<file path="config.mk">
export PLATFORM = sky130hd
export DESIGN_NAME = ghost_controller
export DESIGN_NICKNAME = d
export VERILOG_FILES = /design/src/rtl/ghost_pkg.sv /design/src/rtl/ghost_steer.sv /design/src/rtl/ghost_controller.sv
export SDC_FILE = /design/constraint.sdc
export NUM_CORES = 1
export LEC_CHECK = 0
export BUFFER_PORTS_ARGS = -buffer_cell sky130_fd_sc_hd__buf_2
export CAP_MARGIN = 5
export CORE_MARGIN = 10
export CORE_UTILIZATION = 26
export DETAILED_ROUTE_END_ITERATION = 10
export PLACE_DENSITY_LB_ADDON = 0.2
export SLEW_MARGIN = 20
export SYNTH_ARGS = -nofsm -noshare
export SYNTH_HDL_FRONTEND = slang
export SYNTH_SLANG_ARGS = --single-unit
</file>
<file path="constraint.sdc">
create_clock -name clk_50mhz -period 8.22 [get_ports clk_50mhz]
set_input_delay 0.822 -clock clk_50mhz [delete_from_list [all_inputs] [get_ports clk_50mhz]]
set_output_delay 0.822 -clock clk_50mhz [all_outputs]
set_load 0.01 [all_outputs]
</file>
<file path="src/rtl/ghost_pkg.sv">
// ghost_pkg: shared constants and helpers for the ghost controller.
//   - One-hot direction codes {L,U,R,D}
//   - Mode/state encodings (also the value driven on the mode output)
//   - LFSR tap mask and next-state / reversal helper functions
package ghost_pkg;

  // One-hot directions, bit order {L,U,R,D}
  localparam logic [3:0] DIR_L = 4'b1000;
  localparam logic [3:0] DIR_U = 4'b0100;
  localparam logic [3:0] DIR_R = 4'b0010;
  localparam logic [3:0] DIR_D = 4'b0001;

  typedef enum logic [1:0] {
    ST_CHASE   = 2'b00,
    ST_SCATTER = 2'b01,
    ST_FRIGHT  = 2'b10,
    ST_EATEN   = 2'b11
  } ghost_state_e;

  // Taps 16,14,13,11 expressed as bit positions 15,13,12,10
  localparam logic [15:0] LFSR_TAPS = 16'hB400;

  // Fibonacci LFSR step: the feedback bit is the parity of the tapped bits
  function automatic logic [15:0] lfsr_next(input logic [15:0] s);
    return {s[14:0], ^(s & LFSR_TAPS)};
  endfunction

  // Swapping the two halves maps L<->R and U<->D in the {L,U,R,D} encoding
  function automatic logic [3:0] dir_reverse(input logic [3:0] d);
    return {d[1:0], d[3:2]};
  endfunction

endpackage

</file>
<file path="src/rtl/ghost_steer.sv">
// ghost_steer: combinational turn chooser used when the current direction is
// blocked.
// Ports:
//   dir       current one-hot direction {L,U,R,D}
//   open_*    passability of each direction (boundary blocking already folded in)
//   dx, dy    signed target-minus-position deltas (W+1 bits)
//   fright    1 = choose the preferred perpendicular from rnd
//   rnd       random bit (1 prefers D or R)
//   next_dir  chosen direction
module ghost_steer
  import ghost_pkg::*;
#(
  parameter int W = 9
) (
  input  logic [3:0]       dir,
  input  logic             open_l,
  input  logic             open_u,
  input  logic             open_r,
  input  logic             open_d,
  input  logic signed [W:0] dx,
  input  logic signed [W:0] dy,
  input  logic             fright,
  input  logic             rnd,
  output logic [3:0]       next_dir
);

  logic       vertical_s;
  logic       pos_s;
  logic [3:0] open_s;
  logic [3:0] pref_s;
  logic [3:0] alt_s;
  logic [3:0] rev_s;

  assign open_s = {open_l, open_u, open_r, open_d};

  // Preferred/alternate perpendiculars and the final priority pick
  always_comb begin
    vertical_s = dir[2] | dir[0];
    // A zero delta is treated as negative, so only a strictly positive delta
    // selects D or R
    if (fright) begin
      pos_s = rnd;
    end else if (vertical_s) begin
      pos_s = !dx[W] && (dx != {(W+1){1'b0}});
    end else begin
      pos_s = !dy[W] && (dy != {(W+1){1'b0}});
    end

    if (vertical_s) begin
      pref_s = pos_s ? DIR_R : DIR_L;
    end else begin
      pref_s = pos_s ? DIR_D : DIR_U;
    end
    alt_s = dir_reverse(pref_s);
    rev_s = dir_reverse(dir);

    if ((pref_s & open_s) != 4'b0000) begin
      next_dir = pref_s;
    end else if ((alt_s & open_s) != 4'b0000) begin
      next_dir = alt_s;
    end else if ((rev_s & open_s) != 4'b0000) begin
      next_dir = rev_s;
    end else begin
      next_dir = dir;
    end
  end

endmodule

</file>
<file path="src/rtl/ghost_controller.sv">
// ghost_controller: maze ghost with CHASE/SCATTER/FRIGHT/EATEN behaviour.
// Ports:
//   clk_50mhz        sole clock (rising edge)
//   rst_n            synchronous active-low reset
//   move_tick        one-cycle step strobe
//   mode_req         requested mode (00 CHASE, 01 SCATTER, 10 FRIGHT, 11 CHASE)
//   eaten            pacman touched this ghost (honoured only in FRIGHT)
//   p_x, p_y         pacman position (CHASE target)
//   open_l/u/r/d     passability of a step in each direction
//   m_x, m_y         registered ghost position
//   dir              registered one-hot direction {L,U,R,D}
//   mode             registered current state
module ghost_controller
  import ghost_pkg::*;
#(
  parameter int          W         = 9,
  parameter int          VEL       = 1,
  parameter int          HOME_X    = 180,
  parameter int          HOME_Y    = 180,
  parameter int          SCAT_X    = 20,
  parameter int          SCAT_Y    = 30,
  parameter logic [3:0]  START_DIR = 4'b0100,
  parameter logic [15:0] LFSR_SEED = 16'hACE1
) (
  input  logic         clk_50mhz,
  input  logic         rst_n,
  input  logic         move_tick,
  input  logic [1:0]   mode_req,
  input  logic         eaten,
  input  logic [W-1:0] p_x,
  input  logic [W-1:0] p_y,
  input  logic         open_l,
  input  logic         open_u,
  input  logic         open_r,
  input  logic         open_d,
  output logic [W-1:0] m_x,
  output logic [W-1:0] m_y,
  output logic [3:0]   dir,
  output logic [1:0]   mode
);

  localparam logic [W-1:0] HOME_X_C = W'(HOME_X);
  localparam logic [W-1:0] HOME_Y_C = W'(HOME_Y);
  localparam logic [W-1:0] SCAT_X_C = W'(SCAT_X);
  localparam logic [W-1:0] SCAT_Y_C = W'(SCAT_Y);
  localparam logic [W-1:0] VEL_C    = W'(VEL);
  localparam logic [W-1:0] MAX_C    = {W{1'b1}};

  ghost_state_e   state_r, state_n;
  ghost_state_e   req_s;
  logic [3:0]     dir_r, dir_n;
  logic [W-1:0]   m_x_r, m_x_n;
  logic [W-1:0]   m_y_r, m_y_n;
  logic [15:0]    lfsr_r;
  logic [W-1:0]   tx_s, ty_s;
  logic signed [W:0] dx_s, dy_s;
  logic           ol_s, ou_s, or_s, od_s;
  logic           dir_open_s;
  logic           at_home_s;
  logic           trans_s;
  logic [3:0]     steer_dir_s;

  // A step that would leave 0..2^W-1 counts as blocked
  assign ol_s = open_l && (m_x_r >= VEL_C);
  assign or_s = open_r && (m_x_r <= (MAX_C - VEL_C));
  assign ou_s = open_u && (m_y_r >= VEL_C);
  assign od_s = open_d && (m_y_r <= (MAX_C - VEL_C));

  assign dir_open_s = ((dir_r & {ol_s, ou_s, or_s, od_s}) != 4'b0000);
  assign at_home_s  = (m_x_r == HOME_X_C) && (m_y_r == HOME_Y_C);

  // Target selection; FRIGHT steers randomly so its target is irrelevant
  always_comb begin
    case (state_r)
      ST_CHASE:   begin tx_s = p_x;      ty_s = p_y;      end
      ST_SCATTER: begin tx_s = SCAT_X_C; ty_s = SCAT_Y_C; end
      ST_EATEN:   begin tx_s = HOME_X_C; ty_s = HOME_Y_C; end
      default:    begin tx_s = p_x;      ty_s = p_y;      end
    endcase
  end

  assign dx_s = $signed({1'b0, tx_s}) - $signed({1'b0, m_x_r});
  assign dy_s = $signed({1'b0, ty_s}) - $signed({1'b0, m_y_r});

  // Decode of the requested mode; 11 falls back to CHASE
  always_comb begin
    case (mode_req)
      2'b01:   req_s = ST_SCATTER;
      2'b10:   req_s = ST_FRIGHT;
      default: req_s = ST_CHASE;
    endcase
  end

  ghost_steer #(.W(W)) u_steer (
    .dir      (dir_r),
    .open_l   (ol_s),
    .open_u   (ou_s),
    .open_r   (or_s),
    .open_d   (od_s),
    .dx       (dx_s),
    .dy       (dy_s),
    .fright   (state_r == ST_FRIGHT),
    .rnd      (lfsr_r[0]),
    .next_dir (steer_dir_s)
  );

  // Next-state logic: mode transitions first, then move or turn on a tick
  always_comb begin
    state_n = state_r;
    dir_n   = dir_r;
    m_x_n   = m_x_r;
    m_y_n   = m_y_r;
    trans_s = 1'b0;

    case (state_r)
      ST_FRIGHT: begin
        if (eaten) begin
          state_n = ST_EATEN;
          trans_s = 1'b1;
        end else if (req_s != state_r) begin
          state_n = req_s;
          dir_n   = dir_reverse(dir_r);
          trans_s = 1'b1;
        end else begin
          trans_s = 1'b0;
        end
      end
      ST_CHASE, ST_SCATTER: begin
        if (req_s != state_r) begin
          state_n = req_s;
          dir_n   = dir_reverse(dir_r);
          trans_s = 1'b1;
        end else begin
          trans_s = 1'b0;
        end
      end
      ST_EATEN: begin
        if (at_home_s) begin
          state_n = (mode_req == 2'b01) ? ST_SCATTER : ST_CHASE;
          trans_s = 1'b1;
        end else begin
          trans_s = 1'b0;
        end
      end
      default: begin
        state_n = ST_CHASE;
        trans_s = 1'b1;
      end
    endcase

    // A transition in the same cycle swallows the tick
    if (!trans_s && move_tick) begin
      if (dir_open_s) begin
        case (dir_r)
          DIR_L:   m_x_n = m_x_r - VEL_C;
          DIR_R:   m_x_n = m_x_r + VEL_C;
          DIR_U:   m_y_n = m_y_r - VEL_C;
          DIR_D:   m_y_n = m_y_r + VEL_C;
          default: m_x_n = m_x_r;
        endcase
      end else begin
        dir_n = steer_dir_s;
      end
    end else begin
      m_x_n = m_x_r;
    end
  end

  // State, position, direction and LFSR registers with synchronous reset
  always_ff @(posedge clk_50mhz) begin
    if (!rst_n) begin
      state_r <= ST_CHASE;
      dir_r   <= START_DIR;
      m_x_r   <= HOME_X_C;
      m_y_r   <= HOME_Y_C;
      lfsr_r  <= LFSR_SEED;
    end else begin
      state_r <= state_n;
      dir_r   <= dir_n;
      m_x_r   <= m_x_n;
      m_y_r   <= m_y_n;
      lfsr_r  <= lfsr_next(lfsr_r);
    end
  end

  assign m_x  = m_x_r;
  assign m_y  = m_y_r;
  assign dir  = dir_r;
  assign mode = state_r;

endmodule

</file>
Yosys cells after proc, flatten, opt, wreduce, memory -nomap -nowiden
Cells that the tools add are included.
- eq/ne operators: 14
- $lt $le $gt $ge: 4
- multiply operators: 0
- divide/modulo/power cells: 0
- $add $sub $neg: 6
- bitwise gates (word level): 5
- reductions and logical operators: 24
- shift-type cells: 0
- muxes and demuxes: 27
- operators by type and width (operator ; number):
    one-hot mux 9 bit (2 select lines) ; 4
    2-to-1 mux 4 bit ; 9
    nonzero test 10 bit ; 2
    subtractor 9 x 9 -> 10 bit ; 2
    adder 9 x 1 -> 9 bit, second input constant ; 2
    == test 9 x 8 -> 1 bit, second input constant ; 2
    greater-or-equal comparator 9 x 1 -> 1 bit, second input constant ; 2
    less-or-equal comparator 9 bit, second input constant ; 2
    subtractor 9 x 1 -> 9 bit, second input constant ; 2
    bitwise AND 4 bit ; 4
    nonzero test 4 bit ; 4
    parity 16 bit ; 1
    logical AND 1 bit ; 8
    one-hot mux 4 bit (2 select lines) ; 1
    == test 2 bit, second input constant ; 3
    2-to-1 mux 1 bit ; 6
    2-to-1 mux 2 bit ; 3
    one-hot mux 2 bit (3 select lines) ; 1
    AND reduction 3 bit ; 2
    inequality test 5 x 2 -> 1 bit, second input constant ; 1
    == test 2 x 1 -> 1 bit, second input constant ; 2
    == test 4 x 1 -> 1 bit, second input constant ; 1
    == test 4 x 2 -> 1 bit, second input constant ; 1
    == test 4 x 3 -> 1 bit, second input constant ; 1
    other kinds (11) ; 14
- flip-flop bits (word level): 40
- memory bits (read-only): 0
- memories: 0
- bits in writable memories: 0
- bits in latches: 0

Depth between registers and ports, before layout
- word-level depth: 15
- mapped depth: 14

By module
From an unflattened synthesis, not the netlist that was laid out.
- cells, all modules: 426
- area, all modules: 3408.3 µm²
- modules (own cells, without submodules) (module ; cells an instance ; times used ; area each (µm²) ; sequential area each (µm²)):
    ghost_controller ; 386 ; 1 ; 3111.7 ; 800.8
    ghost_steer ; 40 ; 1 ; 296.5 ; 0.0

Least setup slack after synthesis
No wires, ideal clock.
- path kind: input port to flip-flop
- start point: input p_x[2]
- end point: register dir_r[0], in the netlist dir[0]
- setup slack: 4.850 ns
- library setup time: 0.086 ns
- buffers on the path: 0
- arrival: 3.283 ns
- cell stages on the path: 10
- cells stage by stage: or2_2 ha_1 and3b_1 or3_1 a211oi_1 o211ai_1 o31ai_1 o21a_1 o211ai_1 a221oi_2
- word-level cells in the longest chain between the ends: 14
- elaborated cells on any way between the ends: 19
- RTL lines (item ; RTL line ; text):
    from (decl) ; ghost_controller.sv:30 ; input logic [W-1:0] p_x,
    one-hot mux 9 bit (2 select lines) * ; ghost_controller.sv:74 ; case (state_r)
    subtractor 9 x 9 -> 10 bit * ; ghost_controller.sv:82 ; assign dx_s = $signed({1'b0, tx_s}) - $signed({1'b0, m_x_r});
    nonzero test 10 bit or zero test 1 bit (tied branches) ; ghost_steer.sv:44 ; pos_s = !dx[W] && (dx != {(W+1){1'b0}});
    logical AND 1 bit * ; ghost_steer.sv:44 ;
    2-to-1 mux 1 bit * ; ghost_steer.sv:43 ; end else if (vertical_s) begin
    2-to-1 mux 1 bit * ; ghost_steer.sv:41 ; if (fright) begin
    2-to-1 mux 3 bit or 2-to-1 mux 4 bit (tied branches) ; ghost_steer.sv:52, ghost_steer.sv:50 ;
    2-to-1 mux 4 bit * ; ghost_steer.sv:49 ; if (vertical_s) begin
    bitwise AND 4 bit ; ghost_steer.sv:59 ; end else if ((alt_s & open_s) != 4'b0000) begin
    nonzero test 4 bit ; ghost_steer.sv:59 ;
    2-to-1 mux 4 bit ; ghost_steer.sv:59 ;
    2-to-1 mux 4 bit ; ghost_steer.sv:57 ; if ((pref_s & open_s) != 4'b0000) begin
    2-to-1 mux 4 bit ; ghost_controller.sv:153 ; if (dir_open_s) begin
    2-to-1 mux 4 bit ; ghost_controller.sv:152 ; if (!trans_s && move_tick) begin
    to (signal assigned) ; ghost_controller.sv:179 ; dir_r <= dir_n;
    to (decl) ; ghost_controller.sv:51 ; logic [3:0] dir_r, dir_n;
Mark *: on every way between the ends. The rest lies on a longest branch, timed or not.
A chain may end at the register's enable or synchronous reset.

Worst setup path in the final report
- start point: register state_r[0], in the netlist mode[0]
- end point: register dir_r[0], in the netlist dir[0]
- word-level cells in the longest chain between the ends: 15
- elaborated cells on any way between the ends: 38
- RTL lines (item ; RTL line ; text):
    from (decl) ; ghost_controller.sv:49 ; ghost_state_e state_r, state_n;
    from (signal assigned) ; ghost_controller.sv:178 ; state_r <= state_n;
    == test 2 bit or == test 2 x 1 -> 1 bit (tied branches) ; ghost_controller.sv:74, ghost_controller.sv:115 ;
    one-hot mux 9 bit (2 select lines) ; ghost_controller.sv:74 ;
    subtractor 9 x 9 -> 10 bit, on equally long branches ; ghost_controller.sv:83, ghost_controller.sv:82 ;
    nonzero test 10 bit (tied with other cells) ; ghost_steer.sv:46 ; pos_s = !dy[W] && (dy != {(W+1){1'b0}});
    logical AND 1 bit, on equally long branches ; ghost_steer.sv:46, ghost_steer.sv:44 ;
    2-to-1 mux 1 bit ; ghost_steer.sv:43 ;
    2-to-1 mux 1 bit ; ghost_steer.sv:41 ;
    2-to-1 mux 3 bit or 2-to-1 mux 4 bit (tied branches) ; ghost_steer.sv:52, ghost_steer.sv:50 ;
    2-to-1 mux 4 bit ; ghost_steer.sv:49 ;
    bitwise AND 4 bit ; ghost_steer.sv:59 ;
    nonzero test 4 bit ; ghost_steer.sv:59 ;
    2-to-1 mux 4 bit ; ghost_steer.sv:59 ;
    2-to-1 mux 4 bit ; ghost_steer.sv:57 ;
    2-to-1 mux 4 bit ; ghost_controller.sv:153 ;
    2-to-1 mux 4 bit ; ghost_controller.sv:152 ;
Several ways; a longest one is shown, not always the timed one.

==> reports/metrics.cfg <==
[floorplanning]
core_sq_um=13200
die_width_um=136
io_pins=52
dieArea_sq_um=18400
num_rows=42
start_util_pct=26.4
die_h_um=136

[place]
dp.cells=667
place_hpwl_mm=8.19
place.gp.congestion=0.860
place_ws_ns=4.35
io_buffers=51
place_area_sq_um=3890

[timing]
max_freq_ghz=0.258
worst_slack_ns=4.34
setup_violations=0
rsz0062_at_grt=no
min_period_ns=3.88
worstMarginPinSlew_ns=0.848
drv_slew=0
skew_ns=0.00813
period_share_pct=47.2
timing.setup.tns_ns=0
slew_headroom_pct=43.4
hold_violations=0

[synth]
syn_avg_cell_area_sq_um=7.63
yosysTopAreaCell=dfxtp_1
dominantRegCellSynth=dfxtp_1
synth_top_area_share_pct=23.0
synthesis.nets=515
seq_area_frac_synth_pct=23.0
synth_edf_count=0
synth_warnings=0
ys_seq_elements=40
synth-async-reset-ratio_pct=0
netlist_area_sq_um=3490
synthCells=457
synth_cell_types=63
synthTopCellsByArea=dfxtp_1, ha_1, xnor2_1

[cells_and_area]
fin_cells=675
postLayoutCoreUtil_pct=30.9
nNetsFinal=556
area.growth.synth_to_final_pct=16.9
drive_gt1_share_pct=15.8
stdcell_area_sq_um=4080
antenna_cells=0

[clock_tree]
cts_tree=done
numCtsBuffers=5
cts_resized=0
worstSkewPairLatency_ns=0.29
cts_root_buf=clkbuf_16
path_clk_slew_ns=0.06
cts_setup_buffers=0
cts-hold-fix-buffers=0
htree_levels=2
clk_path_buf_depth=2
cts_sinks=40

[routing]
drt-total-wl_mm=10.2
routedWlPerCell_um=15.1
first_pass_iters=5
viasPerCell=4.93
drt_iter0_markers=158
drc=0
ant_nets=0
via_count=3325

[global_route]
antenna_found_initial=0
grt_pass1_vias=3210
grt_usage_pct=11.2
grt_start_max_net_pins=31
grt.overflow.total=0
grt_pass1_wl_mm=16.8

[power]
power.internal_w=0.000447
ir_worst_vdd_uv=68.8
seqPwrFrac_pct=34.7
share_comb_of_total_power_pct=28.6
switchingPower_w=0.000207
p_per_area_nw_per_um2=161
p_leak_nw=1.71
power_frac_clock_pct=36.7
switching_share_pct=31.6

[flow_run]
drv_cap=0

[worst_setup_path]
endpoint_kind=register
arrival_ns=4.08
cp-start-kind=register
cp_max_fo=29
required_ns=8.42
worst-setup-path-type=reg -> reg

[status]
status=finished clean

[worst_hold_path]
hold_class=reg -> reg

## power groups by stage
stage	clock network, W	logic [W]	registers, W
3_3_place_gp	0	0.000187	0.000231
6_report	0.000240	0.000187	0.000227
2_1_floorplan	0	0.000148	0.000220
5_1_grt	0.000252	0.000211	0.000230
4_1_cts	0.000246	0.000187	0.000227
3_5_place_dp	0	0.000186	0.000231
## Yosys cell counts, types with 9 or more instances
| cell type | number |
|---|---|
| nor2_1 | 35 |
| and2_1 | 10 |
| clkbuf_1 | 12 |
| nor3_1 | 11 |
| ha_1 | 28 |
| nand2b_1 | 14 |
| inv_1 | 39 |
| a21oi_1 | 22 |
| xnor2_1 | 20 |
| nand2_1 | 37 |
| nand3_1 | 17 |
| and3_1 | 9 |
| dfxtp_1 | 40 |
| a31oi_1 | 10 |
| nor2b_1 | 14 |
| o21ai_0 | 24 |
## metal layers
| metal | part of all wire (%) | vias to the layer above | routed length (um) | GRT usage, % |
|---|---|---|---|---|
| met5 | 0 | - | 0 | 0 |
| met4 | 1.3 | 0 | 129 | 3.29 |
| met3 | 4.2 | 8 | 429 | 1.77 |
| met2 | 45 | 77 | 4650 | 18.0 |
| met1 | 49 | 1539 | 5020 | 14.9 |
| li1 | - | 1701 | - | - |
## critical path: stages (launching register included)
cell and delay, ns:
dfxtp_1 0.88, nand2b_1 0.20, ha_1 0.17, inv_1 0.06, fa_1 0.42, a21o_1 0.22, a221oi_1 0.38, xor2_1 0.18
o211ai_1 0.12, o31ai_1 0.47, o21a_1 0.30, o211ai_1 0.14, a221oi_2 0.24
## placed cells by master, fill, tap and decap left out, drive strengths merged, types with 13 or more instances in the layout
cell type / n
xnor2: 20
buf: 52
a21oi: 22
nand2b: 14
nor2b: 14
inv: 39
nor3: 13
dfxtp: 40
o21ai: 27
nor2: 35
ha: 28
nand2: 37
nand3: 17
## through the flow
stage / total power [W] / hold slack (ns)
6_report: 0.000654 / 0.408
5_1_grt: 0.000693 / 0.421
4_1_cts: 0.000661 / 0.416
3_5_place_dp: 0.000417 / 0.397
3_3_place_gp: 0.000418 / 0.392
2_1_floorplan: 0.000368 / 0.386
## final timing paths
kind | start | endpoint | slack, ns | depth (start not counted)
max reg2reg | mode[0] | dir[0] | 4.34 | 12
min reg2reg | lfsr_r[14] | lfsr_r[15] | 0.41 | 1
min | lfsr_r[14] | lfsr_r[15] | 0.41 | 1
max | mode[0] | dir[0] | 4.34 | 12
## area by class of cell
class / count / area, sq um
Sequential cell: 40 / 801
Multi-Input combinational cell: 360 / 2460
Tap cell: 176 / 220
Timing Repair Buffer: 52 / 263
Clock buffer: 7 / 153
Fill cell: 1419 / 9110
Inverter: 39 / 146
Clock inverter: 1 / 30.0
## state kept, by name, summed over array words and instances (netlist names)
name	flops
dir	4
mode	2
m_y	9
lfsr_r	16
m_x	9
## logic make-up after synthesis
group	count (synthesis)	synth area share (%)
muxes	3	0.933
DFF	40	23.0
buffers and inverters	57	6.42
adders and majority gates	30	11.2
and+or+nand+nor	190	30.2
xor gates and xnor gates	26	6.53
AOI/OAI and AO/OA	111	21.8
Power figures use the tool's default switching activity.
